**src/rtl/pipe_credit_fifo.sv**
```systemverilog
// Credit-managed FIFO sitting behind a fixed-latency pipeline: hands out one credit per
// launched item and reclaims it when the item leaves through the output handshake.
module pipe_credit_fifo #(
  parameter int unsigned WIDTH = 16,
  parameter int unsigned DEPTH = 8
) (
  input  logic                       clk,
  input  logic                       reset,
  output logic                       issue_ready,
  input  logic                       issue_fire,
  input  logic                       pipe_valid_i,
  input  logic [WIDTH-1:0]           pipe_data_i,
  output logic                       out_valid,
  output logic [WIDTH-1:0]           out_data,
  input  logic                       out_ready,
  output logic [$clog2(DEPTH):0]     count,
  output logic [$clog2(DEPTH):0]     credits,
  output logic                       err_overflow,
  output logic                       err_issue
);

  localparam int unsigned AW = $clog2(DEPTH);
  localparam int unsigned CW = AW + 1;
  localparam logic [CW-1:0] DepthC = CW'(DEPTH);

  logic [WIDTH-1:0] mem [DEPTH];
  logic [AW-1:0]    wr_ptr_q, wr_ptr_d, rd_ptr_q, rd_ptr_d;
  logic [CW-1:0]    count_q, count_d, credits_q, credits_d;
  logic             err_overflow_q, err_overflow_d, err_issue_q, err_issue_d;
  logic             rd_en, wr_en, full, issue_acc;

  assign out_valid    = (count_q != '0);
  assign out_data     = mem[rd_ptr_q];
  assign issue_ready  = (credits_q != '0);
  assign count        = count_q;
  assign credits      = credits_q;
  assign err_overflow = err_overflow_q;
  assign err_issue    = err_issue_q;

  assign full      = (count_q == DepthC);
  assign rd_en     = out_valid && out_ready;
  // A full FIFO still accepts a write when the head leaves in the same cycle.
  assign wr_en     = pipe_valid_i && (!full || rd_en);
  assign issue_acc = issue_fire && issue_ready;

  always_comb begin
    wr_ptr_d       = wr_ptr_q;
    rd_ptr_d       = rd_ptr_q;
    count_d        = count_q;
    credits_d      = credits_q;
    err_overflow_d = err_overflow_q;
    err_issue_d    = err_issue_q;

    if (wr_en) wr_ptr_d = wr_ptr_q + AW'(1);
    if (rd_en) rd_ptr_d = rd_ptr_q + AW'(1);

    if (wr_en && !rd_en)      count_d = count_q + CW'(1);
    else if (rd_en && !wr_en) count_d = count_q - CW'(1);

    // Credits saturate at DEPTH so handshakes on un-issued items cannot overrun the counter.
    if (issue_acc && !rd_en)                           credits_d = credits_q - CW'(1);
    else if (rd_en && !issue_acc && credits_q != DepthC) credits_d = credits_q + CW'(1);

    if (pipe_valid_i && !wr_en) err_overflow_d = 1'b1;
    if (issue_fire && !issue_ready) err_issue_d = 1'b1;
  end

  always_ff @(posedge clk) begin
    if (reset) begin
      wr_ptr_q       <= '0;
      rd_ptr_q       <= '0;
      count_q        <= '0;
      credits_q      <= DepthC;
      err_overflow_q <= 1'b0;
      err_issue_q    <= 1'b0;
    end else begin
      wr_ptr_q       <= wr_ptr_d;
      rd_ptr_q       <= rd_ptr_d;
      count_q        <= count_d;
      credits_q      <= credits_d;
      err_overflow_q <= err_overflow_d;
      err_issue_q    <= err_issue_d;
    end
  end

  // Storage is not reset; out_valid gates its visibility.
  always_ff @(posedge clk) begin
    if (wr_en && !reset) mem[wr_ptr_q] <= pipe_data_i;
  end

endmodule

```
**config.mk**
```make
export PLATFORM = sky130hd
export DESIGN_NAME = pipe_credit_fifo
export DESIGN_NICKNAME = d
export VERILOG_FILES = /design/src/rtl/pipe_credit_fifo.sv
export SDC_FILE = /design/constraint.sdc
export NUM_CORES = 1
export LEC_CHECK = 0
export CAP_MARGIN = 25
export CORE_UTILIZATION = 45
export CTS_CLUSTER_SIZE = 24
export DETAILED_ROUTE_END_ITERATION = 10
export GPL_TIMING_DRIVEN = 0
export HOLD_SLACK_MARGIN = 0.08
export MAX_ROUTING_LAYER = met4
export SETUP_SLACK_MARGIN = 0.1
export SYNTH_ARGS = -nofsm -noshare
export SYNTH_HDL_FRONTEND = slang
export SYNTH_SLANG_ARGS = --single-unit
```
**constraint.sdc**
```tcl
create_clock -name clk -period 6.3 [get_ports clk]
set_input_delay 0.945 -clock clk [delete_from_list [all_inputs] [get_ports clk]]
set_output_delay 0.945 -clock clk [all_outputs]
set_load 0.01 [all_outputs]
```
==> results.md <==
* Status: finished clean
* Int Power at 2.176 mW
* Post-CTS Hold Fix Bufs at 0
* Kind of critical path: reg2out
* CP endpoint kind: output pin
* Filler instances at between 900 and 1k
* Total power density per cell area at 396.5 mW/mm²
* Relative slew slack at 42.49%
* Slew of the pin with the lowest slew margin at 857.9 ps
* Setup Viol. Count Final at 0
* Layout cells sized above 1 at 26.62%
* Clk slew on worst S/H paths at 60 ps
* P_leak at 2.467 nW
* CP peak stage delay at approximately 640 ps
* Post-synth net total at 352
* Critical path peak fanout at 10
* Cells after Synth at 322
* Final ANT Viol Nets at 0
* DRC Markers at 0
* Count of final hold-check violations at 0
* Root Buffer: clkbuf_16
* Tot Pwr at 2.955 mW
* DP Area at 0.006884 mm²
* Sequential share of power at 39.4%
* Combinational share of power at between 20% and 30%
* Nets at 434
* Die H at around 120 µm
* Post-Route WL at 11.57 mm
* CP max stage cell: clkbuf_1
* Prevailing post-synth register cell: edfxtp_1
* Drt via density at ~5.4
* Total Routing Usage GR at around a fifth
* Hold WS at 472.7 ps
* Clock Skew at roughly 6.7 ps
* Post-CTS Setup Inserts at 0
* Critical Path Start Type: register
* DR iter-0 viols at 189
* Syn avg cell area at around 19 µm²
* Net Sw Power at 0.7786 mW
* Critical Path, Cell by Cell: buf_1 > clkbuf_1 > mux2_2 > clkdlybuf4s50_1
* Skew-Pair Late Insertion Delay at about 410 ps
* VDD IR-drop max at ~0.00025 V
* Initial antenna violation count at 0
* Synth unique cells at 49
* Worst Path Required at between 5000 and 6000 ps
* #FFs+latches synth at 147
* Post-cts sizing count at 0
* Port buffer count at 48
* Setup TNS at 0 ps
* Gpl congestion at 0.7930
* Synth warnings at 0
* Die Area at between 0.01 and 0.015 mm²
* Area of the core at 0.01277 mm²
* Pin count of the biggest net entering global routing at 17
* Switching Fraction at 26.35%
* Hold Crit Class: reg2reg
* Util after Layout at between 50% and 60%
* Row count at 41
* Sequential share of the synthesized area at 70.58%
* P&R area growth vs syn at 24.52%
* Final instance area at around 0.0075 mm²
* WP data arrival at 2690 ps
* Chip width at 117.3 µm
* Clock Tree Buf Depth at 2
* Grt total ovfl at 0
* Drt pass-1 iters at 7
* Final period util at between 50% and 60%
* Antenna cell count at 0
* Number of synthesized flops with an enable pin at around 130
* Final Slew Violations at 0
* Fmax achieved at 0.2752 GHz
* DR WL/cell at 19.65 µm
* Max cap viols at 0
* Async set-or-reset flop fraction in the synthesized netlist at 0%
* CTS Buf Count at 17
* Min cycle time layout at approximately 3600 ps
* Clk pwr share at 32.7%
* Reg2reg start: count[1]$_SDFFE_PP0P_
* Hold_sp: err_overflow$_SDFFE_PP0P_
* H-tree Lvls at 4
* Crit path max-delay family: buffers and inverters
* Vias at 3184
* Vias in the first global route at 3330
* Post-DP HPWL at ~7.7 mm
* RSZ-0062 raised after global routing: false
* # IOs at roughly 50
* Critical path buffers and inverters at 3
* Initial Utilization at 46.85%
* Mapped Area at 0.005984 mm²
* CTS tree: yes
* CTS sink cnt at about 150
* First-pass GRT wire length at 18.62 mm
[cell type report]
cell class	instances	area (µm²)	share of cell area (%)
multi-input combinational	152	1672	22.43
clock buffer	26	489.2	6.565
buffer	17	93.84	1.259
tap	172	215.2	2.888
clock inverter	6	78.83	1.058
sequential	147	4224	56.68
inverter	6	35.03	0.4701
timing repair buffer	63	644.4	8.647
[path summary, 6_finish.rpt]
| check | depth (start not counted) | to | slack (ps) |
|---|---|---|---|
| max | 4 | out_data[5] | 2670 |
| min | 2 | err_overflow$_SDFFE_PP0P_ | 470 |
| max reg2reg | 9 | count[3]$_SDFFE_PP0P_ | 3520 |
| min reg2reg | 2 | err_overflow$_SDFFE_PP0P_ | 470 |
[cells in the final DEF (no fill, tap or decap), drive strengths merged, types with 3 or more instances in the layout]
cell type and n:
xor2 4, clkinv 5, xnor2 3, dfxtp 19, nand2b 5, nor3 5, ha 7, nand2 6
mux2 19, o211ai 3, nor4 4, inv 5, nand3 3, edfxtp 128, o21ai 4, clkbuf 34
buf 24, a21oi 9, nor2 21, mux4 32, clkdlybuf4s50 48
[metrics by stage]
step                      setup slack (ps)  std cells
after global placement               245.5        542
final                                 2666        589
after CTS                             2580        589
after global routing                  2529        589
after floorplan                       2724        322
after detailed placement              2608        557
[cells in the mapped netlist (4+ instances only)]
| cell type | instances | area share (%) |
|---|---|---|
| edfxtp_1 | 128 | 64 |
| mux4_2 | 32 | 12 |
| nor2_1 | 21 | 1.3 |
| dfxtp_1 | 19 | 6.4 |
| mux2_2 | 17 | 3.2 |
| a21oi_1 | 9 | 0.75 |
| clkbuf_1 | 8 | 0.50 |
| ha_1 | 7 | 1.5 |
| nand2_1 | 6 | 0.38 |
| buf_2 | 5 | 0.42 |
| inv_1 | 5 | 0.31 |
| nand2b_1 | 5 | 0.52 |
| nor3_1 | 5 | 0.42 |
| xor2_1 | 4 | 0.59 |
[state kept, by name, summed over array words and instances (netlist names), named ones only]
register / flops
rd_ptr_q: 3
credits: 4
count: 4
wr_ptr_q: 3
err_issue: 1
err_overflow: 1
mem: 128
[logic make-up (layout without fill, tap and decap cells)]
logic type,count (synthesis),after routing,share of synthesized area [%]
adder cells (fa/ha/maj),9,9,2.133
XOR/XNOR,7,7,1.024
AND/OR/NAND/NOR,56,56,5.039
buffers and inverters,23,118,2.154
multiplexers,53,53,16.08
AO/OA/AOI/OAI,27,27,2.990
flip-flops,147,147,70.58
[per-layer routing]
metal / up-vias / global-route usage (%) / routed length [µm]
met2: 73 / 27.48 / 5408
li1: 1470 / - / -
met4: 0 / 7.955 / 206
met5: - / - / 0
met3: 16 / 4.329 / 421
met1: 1625 / 26.23 / 5538
[power groups by stage]
stage / logic, mW / registers, mW / clock network (mW)
after global placement: 0.817 / 1.18 / 0
after detailed placement: 0.836 / 1.18 / 0
after floorplan: 0.543 / 1.18 / 0
after global routing: 0.898 / 1.17 / 1.02
final: 0.825 / 1.16 / 0.967
after CTS: 0.840 / 1.16 / 0.982
[tightest hold or removal path, stage by stage (launching register included)]
cell	delay (ps)
dfxtp_1	320
a21oi_1	40
nor2_1	70
No activity file was read; power rests on OpenSTA's default activity.
